$ cat src/rtl/rtc_read_ctrl.sv
// Sweeps the RTC's nine BCD registers into a shadow bank and commits the whole
// bank to the display digits on a vsync falling edge, so the time never tears.
module rtc_read_ctrl #(
    parameter int REFRESH_DIV = 100000,
    parameter int TIMEOUT     = 255
) (
    input  logic       clk,
    input  logic       reset,
    input  logic       IRQ,
    input  logic       vsync,
    input  logic       rtc_ack,
    input  logic [7:0] rtc_data,
    output logic       rtc_req,
    output logic [7:0] rtc_addr,
    output logic       busy,
    output logic       err,
    output logic [3:0] digUS,
    output logic [3:0] digDS,
    output logic [3:0] digUM,
    output logic [3:0] digDM,
    output logic [3:0] digUH,
    output logic [3:0] digDH,
    output logic [3:0] digUD,
    output logic [3:0] digDD,
    output logic [3:0] digUME,
    output logic [3:0] digDME,
    output logic [3:0] digUA,
    output logic [3:0] digDA,
    output logic [3:0] digUSC,
    output logic [3:0] digDSC,
    output logic [3:0] digUMC,
    output logic [3:0] digDMC,
    output logic [3:0] digUHC,
    output logic [3:0] digDHC
);

    typedef enum logic [1:0] {ST_IDLE, ST_REQ, ST_WAIT, ST_REL} state_t;

    localparam logic [31:0] REF_LAST = 32'(REFRESH_DIV - 1);
    localparam logic [31:0] TMO_LAST = 32'(TIMEOUT);

    state_t          state_q, state_d;
    logic [31:0]     ref_cnt_q, ref_cnt_d;
    logic [31:0]     wait_cnt_q, wait_cnt_d;
    logic [3:0]      idx_q, idx_d;
    logic            pend_q, pend_d;
    logic            sv_q, sv_d;
    logic            irq_q, vsync_q;
    logic            rtc_req_q, rtc_req_d;
    logic [7:0]      rtc_addr_q, rtc_addr_d;
    logic            busy_q, busy_d;
    logic            err_q, err_d;
    logic [8:0][7:0] shadow_q, shadow_d;
    logic [8:0][7:0] disp_q, disp_d;

    logic ref_wrap, irq_rise, commit;

    function automatic logic [7:0] reg_addr(input logic [3:0] i);
        case (i)
            4'd0:    reg_addr = 8'h21;
            4'd1:    reg_addr = 8'h22;
            4'd2:    reg_addr = 8'h23;
            4'd3:    reg_addr = 8'h24;
            4'd4:    reg_addr = 8'h25;
            4'd5:    reg_addr = 8'h26;
            4'd6:    reg_addr = 8'h41;
            4'd7:    reg_addr = 8'h42;
            4'd8:    reg_addr = 8'h43;
            default: reg_addr = 8'h00;
        endcase
    endfunction

    assign ref_wrap = (ref_cnt_q == REF_LAST);
    assign irq_rise = IRQ & ~irq_q;
    assign commit   = sv_q & vsync_q & ~vsync;

    always_comb begin
        state_d    = state_q;
        ref_cnt_d  = ref_wrap ? 32'd0 : ref_cnt_q + 32'd1;
        wait_cnt_d = wait_cnt_q;
        idx_d      = idx_q;
        pend_d     = pend_q;
        sv_d       = sv_q;
        rtc_req_d  = rtc_req_q;
        rtc_addr_d = rtc_addr_q;
        busy_d     = busy_q;
        err_d      = err_q;
        shadow_d   = shadow_q;
        disp_d     = disp_q;

        if (commit) begin
            disp_d = shadow_q;
            sv_d   = 1'b0;
        end

        case (state_q)
            ST_IDLE: begin
                // A full shadow bank blocks new sweeps until it has been displayed.
                if (pend_q && !sv_q) begin
                    pend_d  = 1'b0;
                    idx_d   = 4'd0;
                    busy_d  = 1'b1;
                    state_d = ST_REQ;
                end
            end
            ST_REQ: begin
                rtc_addr_d = reg_addr(idx_q);
                rtc_req_d  = 1'b1;
                wait_cnt_d = 32'd0;
                state_d    = ST_WAIT;
            end
            ST_WAIT: begin
                if (rtc_ack) begin
                    shadow_d[idx_q] = rtc_data;
                    rtc_req_d       = 1'b0;
                    state_d         = ST_REL;
                end else if (wait_cnt_q == TMO_LAST) begin
                    err_d     = 1'b1;
                    rtc_req_d = 1'b0;
                    busy_d    = 1'b0;
                    state_d   = ST_IDLE;
                end else begin
                    wait_cnt_d = wait_cnt_q + 32'd1;
                end
            end
            ST_REL: begin
                if (!rtc_ack) begin
                    if (idx_q == 4'd8) begin
                        sv_d    = 1'b1;
                        err_d   = 1'b0;
                        busy_d  = 1'b0;
                        state_d = ST_IDLE;
                    end else begin
                        idx_d   = idx_q + 4'd1;
                        state_d = ST_REQ;
                    end
                end
            end
            default: state_d = ST_IDLE;
        endcase

        // Set after the IDLE-exit clear so a trigger on that same edge is not lost.
        if (ref_wrap || irq_rise) begin
            pend_d = 1'b1;
        end
    end

    always_ff @(posedge clk or negedge reset) begin
        if (!reset) begin
            state_q    <= ST_IDLE;
            ref_cnt_q  <= 32'd0;
            wait_cnt_q <= 32'd0;
            idx_q      <= 4'd0;
            pend_q     <= 1'b0;
            sv_q       <= 1'b0;
            irq_q      <= 1'b0;
            vsync_q    <= 1'b0;
            rtc_req_q  <= 1'b0;
            rtc_addr_q <= 8'h00;
            busy_q     <= 1'b0;
            err_q      <= 1'b0;
            shadow_q   <= '0;
            disp_q     <= '0;
        end else begin
            state_q    <= state_d;
            ref_cnt_q  <= ref_cnt_d;
            wait_cnt_q <= wait_cnt_d;
            idx_q      <= idx_d;
            pend_q     <= pend_d;
            sv_q       <= sv_d;
            irq_q      <= IRQ;
            vsync_q    <= vsync;
            rtc_req_q  <= rtc_req_d;
            rtc_addr_q <= rtc_addr_d;
            busy_q     <= busy_d;
            err_q      <= err_d;
            shadow_q   <= shadow_d;
            disp_q     <= disp_d;
        end
    end

    assign rtc_req  = rtc_req_q;
    assign rtc_addr = rtc_addr_q;
    assign busy     = busy_q;
    assign err      = err_q;

    assign digDS  = disp_q[0][7:4];
    assign digUS  = disp_q[0][3:0];
    assign digDM  = disp_q[1][7:4];
    assign digUM  = disp_q[1][3:0];
    assign digDH  = disp_q[2][7:4];
    assign digUH  = disp_q[2][3:0];
    assign digDD  = disp_q[3][7:4];
    assign digUD  = disp_q[3][3:0];
    assign digDME = disp_q[4][7:4];
    assign digUME = disp_q[4][3:0];
    assign digDA  = disp_q[5][7:4];
    assign digUA  = disp_q[5][3:0];
    assign digDSC = disp_q[6][7:4];
    assign digUSC = disp_q[6][3:0];
    assign digDMC = disp_q[7][7:4];
    assign digUMC = disp_q[7][3:0];
    assign digDHC = disp_q[8][7:4];
    assign digUHC = disp_q[8][3:0];

endmodule

$ cat config.mk
export PLATFORM = sky130hd
export DESIGN_NAME = rtc_read_ctrl
export DESIGN_NICKNAME = d
export VERILOG_FILES = /design/src/rtl/rtc_read_ctrl.sv
export SDC_FILE = /design/constraint.sdc
export NUM_CORES = 1
export LEC_CHECK = 0
export BUFFER_PORTS_ARGS = -buffer_cell sky130_fd_sc_hd__buf_2
export CAP_MARGIN = 20
export CELL_PAD_IN_SITES_DETAIL_PLACEMENT = 0
export CELL_PAD_IN_SITES_GLOBAL_PLACEMENT = 1
export CORE_MARGIN = 2
export CORE_UTILIZATION = 43
export CTS_CLUSTER_SIZE = 14
export DETAILED_ROUTE_END_ITERATION = 8
export PLACE_DENSITY_LB_ADDON = 0.3
export SLEW_MARGIN = 40
export SYNTH_ARGS = -nofsm -noshare
export SYNTH_HDL_FRONTEND = slang
export SYNTH_SLANG_ARGS = --single-unit
$ cat constraint.sdc
create_clock -name clk -period 2.5 [get_ports clk]
set_clock_uncertainty 0.1 [all_clocks]
set_input_delay 0.125 -clock clk [delete_from_list [all_inputs] [get_ports clk]]
set_output_delay 0.125 -clock clk [all_outputs]
set_load 0.01 [all_outputs]
==> results of run 1 <==
[where the power goes]
group / total, mW / leakage [nW] / internal (mW) / switching (mW)
clock: 3.42 / 0.380 / 2.01 / 1.40
combinational: 2.73 / 2.31 / 1.31 / 1.42
sequential: 5.06 / 3.04 / 4.53 / 0.525
total: 11.2 / 5.73 / 7.86 / 3.35
[area by class of cell]
type                       instances  area share [%]
timing repair buffer             132            7.37
tap                              280            3.03
multi-input combinational        493            33.5
sequential                       226            49.0
clock buffer                      32            5.91
inverter                          17           0.553
clock inverter                    10           0.704
[worst reg2reg max path: stages (launching register included)]
cell     delay, ps
dfrtp_1        370
inv_1          110
ha_1           170
nor2b_1        310
nand3_4        110
or4_1          660
o211a_1        270
a211o_1        250
[metrics by stage]
stage | hold WS [ps] | std cells | setup TNS, ps | worst slack [ps] | cell area (µm²)
after floorplan | -271 | 766 | 0 | 6.57 | 9700
after global placement | 42.6 | 1136 | 0 | 25.6 | 10600
after detailed placement | 46.5 | 1136 | 0 | 5.13 | 10600
after CTS | 100 | 1190 | -20.6 | -8.14 | 11500
after global routing | 125 | 1190 | -1690 | -73.3 | 11500
final | 95.8 | 1190 | 0 | 34.8 | 11500
[cells in the final DEF, fill, tap and decap left out, drive strengths merged, types with 3 or more instances in the layout]
cell type    count
a211o            4
a21oi           13
a22o            11
a31oi            6
a41oi            3
and2             6
and3             9
and4             6
buf            120
clkbuf          32
clkinv           9
conb             3
dfrtp          226
dlygate4sd3     12
ha              12
inv             16
mux2           145
mux2i            5
nand2           51
nand2b           4
nand3           31
nand4           18
nor2            38
nor2b            3
nor3            11
nor4            21
nor4b            3
o211a            3
o211ai           4
o21ai           14
o41ai            3
or3              4
xnor2           29
xor2            12
[repair_timing]
action | CTS | global route
endpoints found under the setup margin | 4 | 68
resized for setup | 0 | 5
pin swaps | 0 | 0
setup buffers | 0 | 0
hold buffers | 12 | 0
gates cloned | 0 | 0
hold endpoints to repair | 251 | 0
[how the worst max path moves through the flow]
stage / end / slack [ps]
2_1_floorplan: wait_cnt_q[31]$_DFFE_PN0P_ / 7
3_3_place_gp: shadow_q[62]$_DFFE_PN0P_ / 30
3_5_place_dp: shadow_q[24]$_DFFE_PN0P_ / 5
6_report: wait_cnt_q[31]$_DFFE_PN0P_ / 30
5_1_grt: shadow_q[16]$_DFFE_PN0P_ / -70
4_1_cts: shadow_q[59]$_DFFE_PN0P_ / -8
[state kept, by name, summed over array words and instances (netlist names), 5 cells and up]
| signal | flops |
|---|---|
| rtc_addr | 5 |
| shadow_q | 72 |
| wait_cnt_q | 32 |
| ref_cnt_q | 32 |
[metal layers]
layer | routed length, µm | vias up | global-route usage (%) | part of all wire, %
li1 | - | 3020 | - | -
met1 | 10400 | 3180 | 26.8 | 49
met2 | 9750 | 94 | 28.6 | 46
met3 | 616 | 35 | 2.52 | 2.9
met4 | 382 | 0 | 4.36 | 1.8
met5 | 0 | - | 0 | 0
[kinds of logic (layout without fill, tap and decap cells)]
family	after synthesis	count (layout)
buffers and inverters	47	191
multiplexers	150	150
other	1	3
flip-flops	226	226
adder cells (fa/ha/maj)	12	12
AND/OR/NAND/NOR	209	209
XOR/XNOR	41	41
AO/OA/AOI/OAI	78	78
==> impl_metrics.py, run 1 <==
metrics = {
    "yosys": {
        "yosysMostFrequentCell": "dfrtp_1",
        "ys_ff_latch": 226,
        "synthMuxAreaShare_pct": 17.4,
        "yosys.area.top_type": "dfrtp_1",
        "synth_warnings": 0,
        "synth-async-reset-ratio_pct": 100,
        "netlist.area_leader.share_pct": 58.3,
        "synth_cells": 764,
        "synth_cell_types": 55,
        "synth_fa_ha_area_share_pct": 1.55,
        "synth_edf_count": 0,
        "synth-simple-area-share_pct": 11.2,
        "netlist_top_cells_count": "dfrtp_1, mux2_2, nand2_1",
        "synth_ff_type": "dfrtp_1",
        "synth_area_leaders": "dfrtp_1, mux2_2, xnor2_1",
        "synth_area_um2": 9700,
        "synth-xor-area-share_pct": 3.70,
        "synth_top_family_by_area": "multiplexers",
        "synth_compound_area_share_pct": 5.77,
        "synth_area_per_cell_um2": 12.7,
        "ys_seq_area_share_pct": 58.3,
    },
    "global_route": {
        "grt_max_degree": 75,
        "track_usage_pct": 18.1,
        "grt-ovfl-total": 0,
        "antenna_found_initial": 0,
        "grt_pass1_wl_um": 34900,
        "grt_pass1_vias": 6369,
    },
    "floorplanning": {
        "ios": 96,
        "die_h_um": 154,
        "die-area_um2": 23800,
        "die_w_um": 154,
        "initial_core_util_pct": 44.2,
        "core_area_um2": 22000,
        "rows": 54,
    },
    "setup_path": {
        "crit-reg2reg-launch": "state_q[0]$_DFFE_PN0P_",
        "end_kind": "register",
        "critPathSlowestCell": "or4_1",
        "max_stage_delay_ps": 660,
        "startpoint": "state_q[0]$_DFFE_PN0P_",
        "cp_data_required_time_ps": 2790,
        "startpoint_type": "register",
        "critical_path.top_delay_family": "simple AND/OR/NAND/NOR gates",
        "path_cells": "inv_1 > ha_1 > nor2b_1 > nand3_4 > or4_1 > o211a_1 > a211o_1",
        "crit_buf_inv": 1,
        "cp.arrival_ps": 2760,
        "path_depth": 7,
        "path_class": "reg -> reg",
        "r2r_end": "wait_cnt_q[31]$_DFFE_PN0P_",
        "r2r_cells": 7,
        "worst-path-max-fanout": 5,
        "rrSetupSlack_ps": 30,
    },
    "power": {
        "power-per-cell-area_nw_per_um2": 970,
        "power_mw": 11.2,
        "p_leak_nw": 5.73,
        "vdd_drop_max_mv": 0.452,
    },
    "finish": {
        "drive_gt1_share_pct": 34.5,
        "insertedDiodeCount": 0,
        "final_util_pct": 52.6,
        "multi_input_area_um2": 3860,
        "seq_area_um2": 5660,
        "nets": 919,
        "fillCellCount": 1937,
        "area_growth_pct": 19.1,
    },
    "timing": {
        "rsz0062_at_grt": "yes",
        "period_minus_slack_ps": 2470,
        "post-route-period-util_pct": 98.6,
        "tightest_slew_ps": 584,
        "drv_slew": 0,
        "max_freq_ghz": 0.406,
        "slew_headroom_pct": 61.1,
        "hold_viol": 0,
        "finalSetupViolCount": 0,
    },
    "clock_tree": {
        "cts_buffers": 24,
        "cts.root.buffer_cell": "clkbuf_16",
        "cts_sinks": 226,
        "clk_pin_slew_ps": 60,
        "h-tree-depth": 1,
        "clock_latency_ps": 510,
        "clockBufferDepth": 3,
        "cts_tree": "built",
    },
    "route": {
        "drt-wirelength-per-cell_um": 17.7,
        "firstDrtPassIters": 4,
        "drc": 0,
        "wl_um": 21100,
        "ant_nets": 0,
        "vias": 6329,
        "viasPerCell": 5.32,
        "drt-initial-drc-count": 286,
    },
    "place": {
        "gp_congestion": 0.798,
        "dp_hpwl_um": 14100,
        "portBuffers": 92,
    },
    "min_path": {
        "hold_path.class": "in -> async",
    },
    "job": {
        "max_cap_violations": 0,
    },
    "outcome": {
        "outcome": "completed",
    },
}
Note: power is estimated with default switching activity, not from simulation.
==> run 2, diff against run 1 <==
--- a/config.mk
+++ b/config.mk
@@ -10,10 +10,11 @@
 export CELL_PAD_IN_SITES_DETAIL_PLACEMENT = 0
 export CELL_PAD_IN_SITES_GLOBAL_PLACEMENT = 1
 export CORE_MARGIN = 2
-export CORE_UTILIZATION = 43
+export CORE_UTILIZATION = 23
 export CTS_CLUSTER_SIZE = 14
 export DETAILED_ROUTE_END_ITERATION = 8
 export PLACE_DENSITY_LB_ADDON = 0.3
+export REMOVE_ABC_BUFFERS = 1
 export SLEW_MARGIN = 40
 export SYNTH_ARGS = -nofsm -noshare
 export SYNTH_HDL_FRONTEND = slang
==> impl_metrics.py, run 2 (synthesis results as in run 1) <==
metrics = {
    "outcome": {
        "outcome": "completed",
    },
    "clock_tree": {
        "cts_sinks": 226,
        "cts_buffers": 26,
        "cts.root.buffer_cell": "clkbuf_16",
        "clockBufferDepth": 3,
        "clock_latency_ps": 550,
        "h-tree-depth": 1,
        "cts_tree": "built",
        "postCtsSetupBuffers": 0,
        "clk_pin_slew_ps": 60,
    },
    "power": {
        "p_leak_nw": 5.79,
        "power-per-cell-area_nw_per_um2": 967,
        "vdd_drop_max_mv": 0.572,
        "power_mw": 11.6,
    },
    "setup_path": {
        "crit_buf_inv": 0,
        "critical_path.top_delay_family": "simple AND/OR/NAND/NOR gates",
        "max_stage_delay_ps": 650,
        "critPathSlowestCell": "or4_1",
        "cp.arrival_ps": 2700,
        "path_cells": "and4_1 > nand3_4 > or4_1 > o211a_1 > a211o_1",
        "path_class": "reg -> reg",
        "crit-reg2reg-launch": "wait_cnt_q[12]$_DFFE_PN0P_",
        "startpoint_type": "register",
        "end_kind": "register",
        "worst-path-max-fanout": 8,
        "startpoint": "wait_cnt_q[12]$_DFFE_PN0P_",
        "cp_data_required_time_ps": 2820,
    },
    "route": {
        "vias": 6452,
        "drt-wirelength-per-cell_um": 16.1,
        "ant_nets": 0,
        "wl_um": 23500,
        "drt-initial-drc-count": 222,
        "viasPerCell": 4.42,
        "firstDrtPassIters": 5,
        "drc": 0,
    },
    "min_path": {
        "hold_path.class": "in -> async",
    },
    "timing": {
        "hold-worst-slack_ps": 8.49,
        "setup_slack_ps": 123,
        "slew_headroom_pct": 57.5,
        "post-route-period-util_pct": 95.1,
        "tightest_slew_ps": 637,
        "finalSetupViolCount": 0,
        "period_minus_slack_ps": 2380,
        "hold_viol": 0,
        "rsz0062_at_grt": "no",
        "setup_tns_ps": 0,
        "drv_slew": 0,
        "max_freq_ghz": 0.421,
    },
    "global_route": {
        "grt_pass1_wl_um": 38000,
        "grt-ovfl-total": 0,
        "grt_pass1_vias": 6508,
        "track_usage_pct": 10.9,
        "antenna_found_initial": 0,
        "grt_max_degree": 72,
    },
    "floorplanning": {
        "initial_core_util_pct": 23.2,
        "die-area_um2": 43800,
        "die_w_um": 209,
        "die_h_um": 209,
        "ios": 96,
        "core_area_um2": 41800,
        "rows": 75,
    },
    "finish": {
        "layout_common_cells": "dfrtp_1, mux2_2, buf_2, nand2_1, nor2_1",
        "stdcell_area_um2": 12000,
        "largest_reg_flops": 72,
        "nets": 927,
        "regMostFlops": "shadow_q",
        "drive_gt1_share_pct": 35.1,
        "layout.cells.most_common": "dfrtp_1",
        "reg_top3": "shadow_q: 72 flops, ref_cnt_q: 32 flops, wait_cnt_q: 32 flops",
        "area_growth_pct": 23.5,
    },
    "place": {
        "dp_hpwl_um": 16000,
        "portBuffers": 92,
        "preCtsSetupSlack_ps": 46.1,
        "place_area_um2": 11000,
        "gp_congestion": 0.776,
    },
    "job": {
        "max_cap_violations": 0,
    },
}
## run 2: changes by cell type in the layout (fill, tap and decap cells not counted), sizes merged
| cell | previous run | this run |
|---|---|---|
| bufinv | 1 | 0 |
| inv | 16 | 18 |
| clkinvlp | 1 | 0 |
| clkbuf | 32 | 37 |
| diode | 0 | 1 |
| buf | 120 | 126 |
## run 2: path summary, 6_finish.rpt
| path | endpoint | slack (ps) | cells after the start |
|---|---|---|---|
| setup / recovery | wait_cnt_q[29]$_DFFE_PN0P_ | 120 | 5 |
| hold / removal | wait_cnt_q[19]$_DFFE_PN0P_ | 8 | 2 |
| setup reg to reg | wait_cnt_q[29]$_DFFE_PN0P_ | 120 | 5 |
| hold reg to reg | ref_cnt_q[0]$_DFF_PN0_ | 380 | 1 |
| max in group asynchronous | shadow_q[66]$_DFFE_PN0P_ | 1450 | 3 |
| min in group clk | vsync_q$_DFF_PN0_ | 200 | 2 |
## run 2: cell type report
cell class / count / area, µm²
clock inverter: 10 / 86.3
inverter: 17 / 63.8
fill: 4256 / 29800
sequential: 226 / 5660
tap: 539 / 674
antenna: 1 / 2.50
timing repair buffer: 138 / 883
multi-input combinational: 493 / 3860
clock buffer: 37 / 752
## run 2: worst register-to-register path, delay by kind of cell (launching register included)
family	cells	cell delay [ps]
compound gates	2	540
flops	1	490
simple gates	3	1120
## run 2: where the power goes
part	internal, mW	leakage, nW	switching, mW
Sequential	4.53	3.04	0.493
Combinational	1.36	2.33	1.50
Clock	2.11	0.418	1.58
## run 2: per-stage QoR
step | instances | util, %
2_1_floorplan | 736 | -
3_3_place_gp | 1401 | 26.3
3_5_place_dp | 1401 | 26.3
4_1_cts | 1460 | 28.6
5_1_grt | 1460 | 28.7
6_report | 1461 | 28.7
## run 2: what timing repair did
action,4_1_cts,5_1_grt
endpoints found under the hold margin,256,0
hold buffers,12,0
resized for setup,0,4
endpoints found under the setup margin,0,5
## run 2: routing by layer
layer  wire, µm  track usage [%]  up-vias
li1           -                -     3054
met1      11600             15.7     3263
met2      10500             16.7       98
met3        763             1.48       37
met4        663             3.92        0
met5          0                0        -
